File: src/rtl/rr_csr_pkg.sv
// Shared constants and FSM state types for the record/replay CSR bank.
package rr_csr_pkg;

  localparam logic [1:0]  AXI_RESP_OKAY   = 2'b00;
  localparam logic [1:0]  AXI_RESP_DECERR = 2'b11;
  localparam logic [31:0] CSR_POISON      = 32'hDEADBEEF;

  // state  | meaning
  // W_IDLE | collecting AW and W beats (either order)
  // W_RESP | write committed, B response pending bready
  typedef enum logic {W_IDLE, W_RESP} wr_state_e;

  // state  | meaning
  // R_IDLE | ready to accept AR
  // R_RESP | R beat registered, waiting for rready
  typedef enum logic {R_IDLE, R_RESP} rd_state_e;

endpackage

File: src/rtl/rr_axil_wr_join.sv
// AXI-Lite write-channel join: accepts AW and W independently, holds
// whichever arrives first, and emits one commit strobe once both are present.
// Also owns the B channel; the response code is supplied by the decoder
// combinationally from the commit address.
module rr_axil_wr_join
  import rr_csr_pkg::*;
(
  input  logic        clk_i,
  input  logic        rstn_i,
  input  logic        init_i,
  input  logic        awvalid_i,
  output logic        awready_o,
  input  logic [31:0] awaddr_i,
  input  logic        wvalid_i,
  output logic        wready_o,
  input  logic [31:0] wdata_i,
  input  logic [3:0]  wstrb_i,
  output logic        bvalid_o,
  input  logic        bready_i,
  output logic [1:0]  bresp_o,
  input  logic [1:0]  resp_i,
  output logic        commit_o,
  output logic [31:0] commit_addr_o,
  output logic [31:0] commit_data_o,
  output logic [3:0]  commit_strb_o
);

  wr_state_e   state_q, state_d;
  logic        aw_held_q, aw_held_d;
  logic        w_held_q, w_held_d;
  logic [31:0] awaddr_q, awaddr_d;
  logic [31:0] wdata_q, wdata_d;
  logic [3:0]  wstrb_q, wstrb_d;
  logic [1:0]  bresp_q, bresp_d;
  logic        aw_hs, w_hs;

  // Handshakes and the commit strobe; a held beat takes priority over the bus.
  always_comb begin
    awready_o     = (state_q == W_IDLE) && init_i && !aw_held_q;
    wready_o      = (state_q == W_IDLE) && init_i && !w_held_q;
    aw_hs         = awvalid_i && awready_o;
    w_hs          = wvalid_i && wready_o;
    commit_o      = (state_q == W_IDLE) && (aw_held_q || aw_hs) && (w_held_q || w_hs);
    commit_addr_o = aw_held_q ? awaddr_q : awaddr_i;
    commit_data_o = w_held_q ? wdata_q : wdata_i;
    commit_strb_o = w_held_q ? wstrb_q : wstrb_i;
    bvalid_o      = (state_q == W_RESP);
    bresp_o       = bresp_q;
  end

  // Next-state: hold beats until both are present, then respond on B.
  always_comb begin
    state_d   = state_q;
    aw_held_d = aw_held_q;
    w_held_d  = w_held_q;
    awaddr_d  = awaddr_q;
    wdata_d   = wdata_q;
    wstrb_d   = wstrb_q;
    bresp_d   = bresp_q;
    case (state_q)
      W_IDLE: begin
        if (commit_o) begin
          state_d   = W_RESP;
          aw_held_d = 1'b0;
          w_held_d  = 1'b0;
          bresp_d   = resp_i;
        end else begin
          if (aw_hs) begin
            aw_held_d = 1'b1;
            awaddr_d  = awaddr_i;
          end
          if (w_hs) begin
            w_held_d = 1'b1;
            wdata_d  = wdata_i;
            wstrb_d  = wstrb_i;
          end
        end
      end
      W_RESP: begin
        if (bready_i) state_d = W_IDLE;
      end
      default: state_d = W_IDLE;
    endcase
  end

  // State and holding registers; reset drops any half-collected write.
  always_ff @(posedge clk_i or negedge rstn_i) begin
    if (!rstn_i) begin
      state_q   <= W_IDLE;
      aw_held_q <= 1'b0;
      w_held_q  <= 1'b0;
      awaddr_q  <= '0;
      wdata_q   <= '0;
      wstrb_q   <= '0;
      bresp_q   <= AXI_RESP_OKAY;
    end else begin
      state_q   <= state_d;
      aw_held_q <= aw_held_d;
      w_held_q  <= w_held_d;
      awaddr_q  <= awaddr_d;
      wdata_q   <= wdata_d;
      wstrb_q   <= wstrb_d;
      bresp_q   <= bresp_d;
    end
  end

endmodule

File: src/rtl/rr_csr_axil_slave.sv
// AXI-Lite CSR bank for the record/replay logic: NUM_RW_REGS read-write
// words followed by NUM_RO_REGS read-only status words.
// Build option RR_CSR_DECERR_EN: out-of-range accesses answer DECERR
// (reads return CSR_POISON); otherwise they answer OKAY, reads return 0 and
// writes are dropped.
module rr_csr_axil_slave
  import rr_csr_pkg::*;
#(
  parameter int          NUM_RW_REGS  = 8,
  parameter int          NUM_RO_REGS  = 8,
  parameter logic [31:0] RW_RESET_VAL = 32'h0
) (
  input  logic                      clk_i,
  input  logic                      rstn_i,
  input  logic                      axil_awvalid_i,
  output logic                      axil_awready_o,
  input  logic [31:0]               axil_awaddr_i,
  input  logic                      axil_wvalid_i,
  output logic                      axil_wready_o,
  input  logic [31:0]               axil_wdata_i,
  input  logic [3:0]                axil_wstrb_i,
  output logic                      axil_bvalid_o,
  input  logic                      axil_bready_i,
  output logic [1:0]                axil_bresp_o,
  input  logic                      axil_arvalid_i,
  output logic                      axil_arready_o,
  input  logic [31:0]               axil_araddr_i,
  output logic                      axil_rvalid_o,
  input  logic                      axil_rready_i,
  output logic [31:0]               axil_rdata_o,
  output logic [1:0]                axil_rresp_o,
  output logic [NUM_RW_REGS*32-1:0] csr_rw_q_o,
  output logic [NUM_RW_REGS-1:0]    csr_wr_pulse_o,
  input  logic [NUM_RO_REGS*32-1:0] csr_ro_d_i
);

  localparam int NUM_REGS = NUM_RW_REGS + NUM_RO_REGS;

  logic                             init_q;
  logic [NUM_RW_REGS-1:0][31:0]     csr_q, csr_d;
  logic [NUM_RW_REGS-1:0]           pulse_q, pulse_d;

  logic        commit;
  logic [31:0] commit_addr, commit_data;
  logic [3:0]  commit_strb;
  logic [29:0] wr_idx;
  logic [1:0]  wr_resp;

  rd_state_e   rd_state_q, rd_state_d;
  logic [31:0] rdata_q, rdata_d;
  logic [1:0]  rresp_q, rresp_d;
  logic [29:0] rd_idx;
  logic [31:0] rd_word;
  logic [1:0]  rd_resp;
  logic        ar_hs;

  // Byte offset bits carry no meaning in a word-addressed bank.
  logic        unused_addr_lsbs;
  assign unused_addr_lsbs = ^{commit_addr[1:0], axil_araddr_i[1:0]};

  // Ready outputs stay low for the first cycle out of reset.
  always_ff @(posedge clk_i or negedge rstn_i) begin
    if (!rstn_i) init_q <= 1'b0;
    else         init_q <= 1'b1;
  end

  rr_axil_wr_join u_wr_join (
    .clk_i         (clk_i),
    .rstn_i        (rstn_i),
    .init_i        (init_q),
    .awvalid_i     (axil_awvalid_i),
    .awready_o     (axil_awready_o),
    .awaddr_i      (axil_awaddr_i),
    .wvalid_i      (axil_wvalid_i),
    .wready_o      (axil_wready_o),
    .wdata_i       (axil_wdata_i),
    .wstrb_i       (axil_wstrb_i),
    .bvalid_o      (axil_bvalid_o),
    .bready_i      (axil_bready_i),
    .bresp_o       (axil_bresp_o),
    .resp_i        (wr_resp),
    .commit_o      (commit),
    .commit_addr_o (commit_addr),
    .commit_data_o (commit_data),
    .commit_strb_o (commit_strb)
  );

  assign wr_idx = commit_addr[31:2];

`ifdef RR_CSR_DECERR_EN
  assign wr_resp = (wr_idx < 30'(NUM_REGS)) ? AXI_RESP_OKAY : AXI_RESP_DECERR;
`else
  assign wr_resp = AXI_RESP_OKAY;
`endif

  // Byte-lane merge of a committed write; RO and out-of-range indices match no register.
  always_comb begin
    csr_d   = csr_q;
    pulse_d = '0;
    for (int i = 0; i < NUM_RW_REGS; i++) begin
      if (commit && (wr_idx == 30'(i))) begin
        pulse_d[i] = 1'b1;
        for (int b = 0; b < 4; b++) begin
          if (commit_strb[b]) csr_d[i][8*b +: 8] = commit_data[8*b +: 8];
        end
      end
    end
  end

  // RW storage and commit strobes.
  always_ff @(posedge clk_i or negedge rstn_i) begin
    if (!rstn_i) begin
      csr_q   <= {NUM_RW_REGS{RW_RESET_VAL}};
      pulse_q <= '0;
    end else begin
      csr_q   <= csr_d;
      pulse_q <= pulse_d;
    end
  end

  assign csr_rw_q_o     = csr_q;
  assign csr_wr_pulse_o = pulse_q;

  assign rd_idx = axil_araddr_i[31:2];

  // Read mux; uses csr_q (pre-write) so a same-edge write is not visible.
  always_comb begin
    rd_word = '0;
    rd_resp = AXI_RESP_OKAY;
    for (int i = 0; i < NUM_RW_REGS; i++) begin
      if (rd_idx == 30'(i)) rd_word = csr_q[i];
    end
    for (int j = 0; j < NUM_RO_REGS; j++) begin
      if (rd_idx == 30'(NUM_RW_REGS + j)) rd_word = csr_ro_d_i[32*j +: 32];
    end
`ifdef RR_CSR_DECERR_EN
    if (!(rd_idx < 30'(NUM_REGS))) begin
      rd_word = CSR_POISON;
      rd_resp = AXI_RESP_DECERR;
    end
`endif
  end

  // Read FSM next-state and R-channel outputs.
  always_comb begin
    rd_state_d     = rd_state_q;
    rdata_d        = rdata_q;
    rresp_d        = rresp_q;
    axil_arready_o = (rd_state_q == R_IDLE) && init_q;
    axil_rvalid_o  = (rd_state_q == R_RESP);
    axil_rdata_o   = rdata_q;
    axil_rresp_o   = rresp_q;
    ar_hs          = axil_arvalid_i && axil_arready_o;
    case (rd_state_q)
      R_IDLE: begin
        if (ar_hs) begin
          rd_state_d = R_RESP;
          rdata_d    = rd_word;
          rresp_d    = rd_resp;
        end
      end
      R_RESP: begin
        if (axil_rready_i) rd_state_d = R_IDLE;
      end
      default: rd_state_d = R_IDLE;
    endcase
  end

  // Read FSM state and registered R beat.
  always_ff @(posedge clk_i or negedge rstn_i) begin
    if (!rstn_i) begin
      rd_state_q <= R_IDLE;
      rdata_q    <= '0;
      rresp_q    <= AXI_RESP_OKAY;
    end else begin
      rd_state_q <= rd_state_d;
      rdata_q    <= rdata_d;
      rresp_q    <= rresp_d;
    end
  end

endmodule
File: config.mk
export PLATFORM = sky130hd
export DESIGN_NAME = rr_csr_axil_slave
export DESIGN_NICKNAME = d
export VERILOG_FILES = /design/src/rtl/rr_csr_pkg.sv /design/src/rtl/rr_axil_wr_join.sv /design/src/rtl/rr_csr_axil_slave.sv
export SDC_FILE = /design/constraint.sdc
export NUM_CORES = 1
export LEC_CHECK = 0
export BUFFER_PORTS_ARGS = -buffer_cell sky130_fd_sc_hd__buf_2
export CAP_MARGIN = 0
export CORE_AREA = 4 4 256 258
export CTS_CLUSTER_SIZE = 25
export DETAILED_ROUTE_END_ITERATION = 16
export DIE_AREA = 0 0 260 262
export PLACE_DENSITY_LB_ADDON = 0.12
export SLEW_MARGIN = 5
export SYNTH_ARGS = -nofsm -noshare
export SYNTH_HDL_FRONTEND = slang
export SYNTH_SLANG_ARGS = --single-unit
File: constraint.sdc
create_clock -name clk_i -period 2.3 [get_ports clk_i]
set_input_delay 0.115 -clock clk_i [delete_from_list [all_inputs] [get_ports clk_i]]
set_output_delay 0.115 -clock clk_i [all_outputs]
set_load 0.005 [all_outputs]
==> results of run 1 <==
-- worst register-to-register path: stages, from the launching register on --
cell,delay (ps)
dfrtp_1,410
buf_6,170
o32ai_1,360
nor2b_1,260
nand2_1,100
buf_6,160
nor2_4,130
buf_12,160
mux2_2,350
-- metal layers --
metal	vias to the layer above	wire length [µm]	GRT usage [%]
li1	8547	-	-
met1	9938	42700	37.0
met2	810	53400	52.5
met3	199	8330	8.18
met4	8	4740	12.8
met5	-	55	0
-- state kept, by name (all words and copies together) (netlist names) --
name,cells
u_wr_join.awaddr_q,30
csr_rw_q_o,256
u_wr_join.bvalid_o,1
u_wr_join.aw_held_q,1
u_wr_join.wstrb_q,4
csr_wr_pulse_o,8
axil_rvalid_o,1
u_wr_join.w_held_q,1
u_wr_join.wdata_q,32
axil_rdata_o,32
init_q,1
-- through the flow --
| step | cell area, µm² | utilization, % | setup TNS, ps | setup WS, ps | power, mW |
|---|---|---|---|---|---|
| floorplan | 19000 | - | 0 | 87.0 | 9.43 |
| global placement | 26100 | 41.5 | -14120 | -481 | 11.1 |
| detailed placement | 26100 | 41.5 | -30400 | -498 | 11.3 |
| CTS | 29400 | 46.7 | 0 | 0.242 | 18.5 |
| global route | 29700 | 47.2 | -163 | -23.6 | 19.3 |
| finish | 29700 | 47.2 | 0 | 70.8 | 18.5 |
-- synth_stat cells (6+ instances only) --
| cell | instances |
|---|---|
| nand4_1 | 15 |
| o211ai_1 | 9 |
| and2_1 | 8 |
| buf_2 | 33 |
| a22o_1 | 16 |
| a221oi_1 | 20 |
| dfrtp_1 | 367 |
| buf_4 | 9 |
| a21oi_1 | 69 |
| o22ai_1 | 33 |
| a211oi_1 | 6 |
| nor4_2 | 9 |
| buf_1 | 6 |
| a2bb2oi_1 | 6 |
| nor4_1 | 15 |
| o31ai_1 | 12 |
| a31oi_1 | 14 |
| o221ai_1 | 15 |
| nor2_1 | 75 |
| mux2_2 | 365 |
| a221o_1 | 7 |
| a222oi_1 | 8 |
| nand2_1 | 98 |
| a32oi_1 | 6 |
| clkbuf_1 | 44 |
| o21a_1 | 9 |
| nand2b_1 | 11 |
| nor2b_1 | 10 |
| a22oi_1 | 40 |
| mux2i_1 | 24 |
| mux4_2 | 15 |
| inv_1 | 12 |
| nor2_2 | 32 |
| o32ai_1 | 9 |
| nand3_1 | 28 |
| nor3_1 | 29 |
| and3_1 | 12 |
| o21ai_0 | 62 |
-- layout by cell type (no fill, tap or decap), types with 11 or more instances in the layout --
cell / n
a22oi_1: 39
clkbuf_1: 13
a22o_1: 16
buf_12: 55
nand4_1: 15
o21ai_0: 61
diode_2: 24
clkbuf_16: 44
inv_1: 12
o221ai_1: 13
buf_4: 250
o22ai_1: 33
o31ai_1: 12
and3_1: 11
buf_2: 657
a21oi_1: 68
mux4_2: 15
mux2i_1: 21
nor3_1: 24
buf_6: 18
nand3_1: 28
nor2_4: 25
dfrtp_1: 366
nor2_1: 74
nand2_1: 94
dlygate4sd3_1: 179
a221oi_1: 16
nor4_1: 11
a31oi_1: 14
mux2_2: 365
nand2b_1: 11
-- power groups by stage --
stage	Sequential [mW]	Combinational (mW)	Clock [mW]
final	7.55	4.07	6.92
after floorplan	7.49	1.94	0
after detailed placement	7.61	3.64	0
after global placement	7.56	3.57	0
after CTS	7.52	3.96	7.03
after global routing	7.62	4.36	7.29
-- kinds of logic (layout without fill, tap and decap cells) --
family / Yosys count / in the layout / share of synthesized area (%)
other: 2 / 29 / 0.0395
DFF: 367 / 367 / 48.3
buffers and inverters: 105 / 1248 / 2.51
and+or+nand+nor: 374 / 374 / 10.6
AOI/OAI and AO/OA: 379 / 379 / 13.9
muxes: 404 / 404 / 24.6
-- area by class of cell --
cell class	count	share of cell area [%]
multi-input cells	1162	32.7
flip-flops and latches	367	30.9
repair buffers	1160	27.8
clock buffers	63	4.15
well taps	846	3.56
clock inverters	13	0.509
diodes	24	0.202
inverters	12	0.151
-- repair_timing --
action	CTS	global route
hold buffers	179	0
pin swaps	6	10
setup endpoints to repair	260	258
buffers inserted	0	0
gates resized for setup	25	53
hold endpoints to repair	170	0
-- worst paths after layout --
kind | to | depth (start not counted)
worst max-delay path | csr_rw_q_o[139] | 8
worst min-delay path | axil_rdata_o[22] | 4
worst max register to register | csr_rw_q_o[139] | 8
worst min register to register | axil_rdata_o[19] | 2
max in group asynchronous | u_wr_join.w_held_q | 3
min in group asynchronous | u_wr_join.wdata_q[2] | 2
==> flow_metrics.py, run 1 <==
metrics = {
    "worst_hold_path": {
        "min_path_type": "in2reg",
        "hold_start": "csr_ro_d_i[150]",
    },
    "power": {
        "power.internal_mw": 12.9,
        "p_switching_mw": 5.65,
        "power_frac_seq_pct": 40.7,
        "leakage_nw": 14.7,
        "peakVddDrop_uv": 503,
        "p_clk_share_pct": 37.3,
        "power_density_nw_per_um2": 624,
        "switching_share_pct": 30.5,
        "pwr-share-comb_pct": 22.0,
    },
    "grt": {
        "grt_pass1_wl_mm": 151,
        "grt_pass1_vias": 20308,
        "antenna_found_initial": 32,
        "grt_overflow_total": 0,
        "grt_usage_pct": 30.8,
        "grt_max_degree": 65,
    },
    "detailed_routing": {
        "drt-total-wl_mm": 109,
        "avgViaCountPerCell": 5.35,
        "drtAntennaViolNets": 0,
        "dr.pass1.iters": 6,
        "route.detailed.drc": 0,
        "drt-initial-drc-count": 1678,
        "dr_total_vias": 19502,
        "wl_per_cell_um": 30.0,
    },
    "timing": {
        "fmax_mhz": 449,
        "hold_slack_ps": 13.2,
        "tightest_slew_ps": 1060,
        "timing.final.crit_share_pct": 96.9,
        "min_period_ps": 2230,
        "finalMaxSlewViolations": 0,
        "setup_viol": 0,
        "slew_headroom_pct": 28.0,
        "rsz0062_at_grt": "true",
        "finalHoldViolCount": 0,
        "worst_clock_skew_ps": 17.1,
    },
    "clock_tree": {
        "cts-root-buf": "clkbuf_16",
        "htreeDepth": 2,
        "clkTransAtPathRegs_ps": 60,
        "clkSinkCount": 367,
        "numCtsBuffers": 44,
        "clk_latency_ps": 590,
        "cts_buffer_depth": 3,
        "cts_tree": "done",
    },
    "placed_design": {
        "routabilityCongestion": 0.954,
        "io_buffers": 659,
        "dp.cells": 3368,
        "dp_hpwl_mm": 89.4,
    },
    "setup_path": {
        "slowest_delay_ps": 410,
        "cp_data_arrival_time_ps": 2690,
        "critPathMaxFanout": 17,
        "critPathCaptureType": "flop",
        "cp-start-kind": "flop",
        "crit_start": "u_wr_join.aw_held_q",
        "r2r-start": "u_wr_join.aw_held_q",
        "crit_path_frequent_cell": "buf_6",
        "crit_path_cell_trace": "buf_6 > o32ai_1 > nor2b_1 > nand2_1 > buf_6 > nor2_4 > buf_12 > mux2_2",
        "cp.required_ps": 2760,
        "crit_buf_inv": 3,
        "worstSetupPathType": "reg2reg",
        "cp_top_family": "buffers and inverters",
        "r2r_setup_slack_ps": 70,
        "slowest_stage": "dfrtp_1",
    },
    "final_layout": {
        "seqCellArea_um2": 9190,
        "multi_input_area_um2": 9720,
        "syn_to_final_growth_pct": 56.3,
        "fin_nets": 3110,
        "finalNonFillerCells": 3647,
        "fillers": 6081,
        "drive_gt1_share_pct": 54.9,
    },
    "flow_run": {
        "cap_violations": 0,
    },
    "logic_synthesis": {
        "synth_edf_count": 0,
        "yosysTopAreaCell": "dfrtp_1",
        "yosys-top-cells-area": "dfrtp_1 (48%), mux2_2 (22%), nand2_1 (1.9%), a21oi_1 (1.8%), mux4_2 (1.8%)",
        "syn-instance-count": 1631,
        "yosys.area.top_type_share_pct": 48.3,
        "synth_area_um2": 19000,
        "yosysWarnings": 0,
        "ys_seq_area_share_pct": 48.3,
        "synth-async-reset-ratio_pct": 100,
        "yosys_most_used_dff": "dfrtp_1",
        "synth.distinct_cells": 73,
        "avgSynthCellArea_um2": 11.7,
        "ys_seq_elements": 367,
    },
    "floorplan": {
        "initial_core_util_pct": 30.2,
        "rows": 92,
        "core_um2": 63000,
        "die_w_um": 260,
        "die_h_um": 262,
        "dieArea_um2": 68100,
        "ios": 668,
    },
    "outcome": {
        "status": "finished, final reports clean",
    },
}
Power figures use the tool's default switching activity.
==> run 2, diff against run 1 <==
--- a/config.mk
+++ b/config.mk
@@ -7,10 +7,10 @@
 export LEC_CHECK = 0
 export BUFFER_PORTS_ARGS = -buffer_cell sky130_fd_sc_hd__buf_2
 export CAP_MARGIN = 0
-export CORE_AREA = 4 4 256 258
+export CORE_AREA = 2 2 261 263
 export CTS_CLUSTER_SIZE = 25
 export DETAILED_ROUTE_END_ITERATION = 16
-export DIE_AREA = 0 0 260 262
+export DIE_AREA = 0 0 263 265
 export PLACE_DENSITY_LB_ADDON = 0.12
 export SLEW_MARGIN = 5
 export SYNTH_ARGS = -nofsm -noshare
==> flow_metrics.py, run 2 (same netlist as run 1, synthesis figures left out) <==
metrics = {
    "outcome": {
        "status": "finished, final reports clean",
    },
    "grt": {
        "grt_max_degree": 79,
        "grt_overflow_total": 0,
        "grt_usage_pct": 30.9,
        "grt_pass1_vias": 20264,
        "grt_pass1_wl_mm": 155,
        "antenna_found_initial": 26,
    },
    "power": {
        "report.power.total_mw": 19.1,
        "power_density_nw_per_um2": 627,
        "peakVddDrop_uv": 531,
        "leakage_nw": 14.9,
    },
    "floorplan": {
        "core_um2": 66800,
        "die_w_um": 263,
        "initial_core_util_pct": 28.5,
        "die_h_um": 265,
        "rows": 95,
        "ios": 668,
        "dieArea_um2": 69700,
    },
    "setup_path": {
        "slowest_stage": "o311ai_1",
        "cp-start-kind": "primary input",
        "critPathCaptureType": "flop",
        "crit_buf_inv": 3,
        "crit_path_cell_trace": "buf_2 > inv_1 > buf_12 > nor4_4 > nand3_1 > o32ai_1 > nor2_1 > o311ai_1 > a21oi_1",
        "slowest_delay_ps": 630,
        "cp_data_arrival_time_ps": 2720,
        "cp.required_ps": 2750,
        "worstSetupPathType": "in2reg",
        "critPathMaxFanout": 13,
        "cp_top_family": "compound AO/OA/AOI/OAI gates",
    },
    "detailed_routing": {
        "drt-initial-drc-count": 1471,
        "avgViaCountPerCell": 5.28,
        "dr_total_vias": 19450,
        "dr.pass1.iters": 5,
        "drtAntennaViolNets": 0,
        "wl_per_cell_um": 30.1,
        "drt-total-wl_mm": 111,
        "route.detailed.drc": 0,
    },
    "placed_design": {
        "routabilityCongestion": 0.985,
        "dp_hpwl_mm": 90.3,
        "io_buffers": 659,
    },
    "clock_tree": {
        "cts_buffer_depth": 3,
        "clkTransAtPathRegs_ps": 60,
        "cts_tree": "done",
        "clkSinkCount": 367,
        "clk_latency_ps": 590,
        "cts-root-buf": "clkbuf_16",
        "numCtsBuffers": 43,
        "htreeDepth": 2,
    },
    "timing": {
        "tightest_slew_ps": 1090,
        "slew_headroom_pct": 26.0,
        "worst_clock_skew_ps": 15.1,
        "finalHoldViolCount": 0,
        "timing.final.crit_share_pct": 98.7,
        "finalSetupTns_ps": 0,
        "fmax_mhz": 440,
        "setup_viol": 0,
        "finalMaxSlewViolations": 0,
        "rsz0062_at_grt": "true",
        "hold_slack_ps": 11.2,
        "min_period_ps": 2270,
    },
    "final_layout": {
        "largest_reg_flops": 256,
        "final_common_cell": "buf_2",
        "syn_to_final_growth_pct": 59.9,
        "layout_common_cells": "buf_2 (657), dfrtp_1 (365), mux2_2 (274), buf_4 (268), dlygate4sd3_1 (171)",
        "fin_nets": 3121,
        "fillers": 6452,
        "drive_gt1_share_pct": 56.1,
    },
    "worst_hold_path": {
        "min_path_type": "in2reg",
    },
    "flow_run": {
        "cap_violations": 0,
    },
}
## run 2: routing by layer
metal / track usage (%) / share of wire (%) / vias up
met5: 0 / 0.062 / -
met4: 12.2 / 4.3 / 10
met1: 37.4 / 40 / 9891
li1: - / - / 8528
met3: 7.43 / 7.0 / 188
met2: 52.9 / 49 / 833
## run 2: cell type report
class,count,area (µm²),share of cell area [%]
Multi-Input combinational cell,1162,10100,33.4
Clock inverter,19,270,0.889
Sequential cell,367,9190,30.2
Antenna cell,19,47.5,0.156
Clock buffer,61,1220,4.02
Inverter,12,45.0,0.148
Tap cell,873,1090,3.59
Timing Repair Buffer,1172,8400,27.6
## run 2: where the power goes
part / switching, mW / total, mW / internal, mW / leakage [nW]
Sequential: 0.430 / 7.56 / 7.13 / 4.96
Clock: 3.01 / 7.32 / 4.31 / 0.730
Combinational: 2.35 / 4.20 / 1.85 / 9.25
## run 2: worst reg2reg max path, cell delays in order (launching register included)
cell and delay, ps:
dfrtp_2 440, buf_8 160, nor3_2 220, a22oi_2 150, nor2_1 280, nand2_2 100
buf_8 170, nor2_4 130, buf_12 160, mux2_4 320
## run 2: final timing paths
kind | startpoint | endpoint | slack, ps | cells after the start
worst max-delay path | axil_araddr_i[3] | axil_rdata_o[17] | 30 | 9
min in group asynchronous | rstn_i | u_wr_join.wdata_q[2] | 40 | 2
worst max register to register | u_wr_join.aw_held_q | csr_rw_q_o[200] | 50 | 9
worst min-delay path | csr_ro_d_i[24] | axil_rdata_o[24] | 10 | 5
max in group asynchronous | rstn_i | u_wr_join.wdata_q[16] | 1350 | 3
worst min register to register | axil_rdata_o[31] | axil_rdata_o[31] | 480 | 2
## run 2: per-stage QoR
stage	cells	worst slack (ps)	util, %	instance area (µm²)
final	3685	29.8	45.5	30400
after global routing	3682	-114	45.5	30400
after CTS	3661	1.31	44.4	29700
after detailed placement	3411	-614	39.4	26300
after global placement	3411	-660	39.4	26300
after floorplan	1634	87.0	-	19000
## run 2: what timing repair did
action / 4_1_cts / 5_1_grt
resized for setup: 38 / 165
buffers inserted: 1 / 4
hold endpoints to repair: 360 / 1
pin swaps: 7 / 31
endpoints found under the setup margin: 260 / 270
hold buffers: 170 / 1
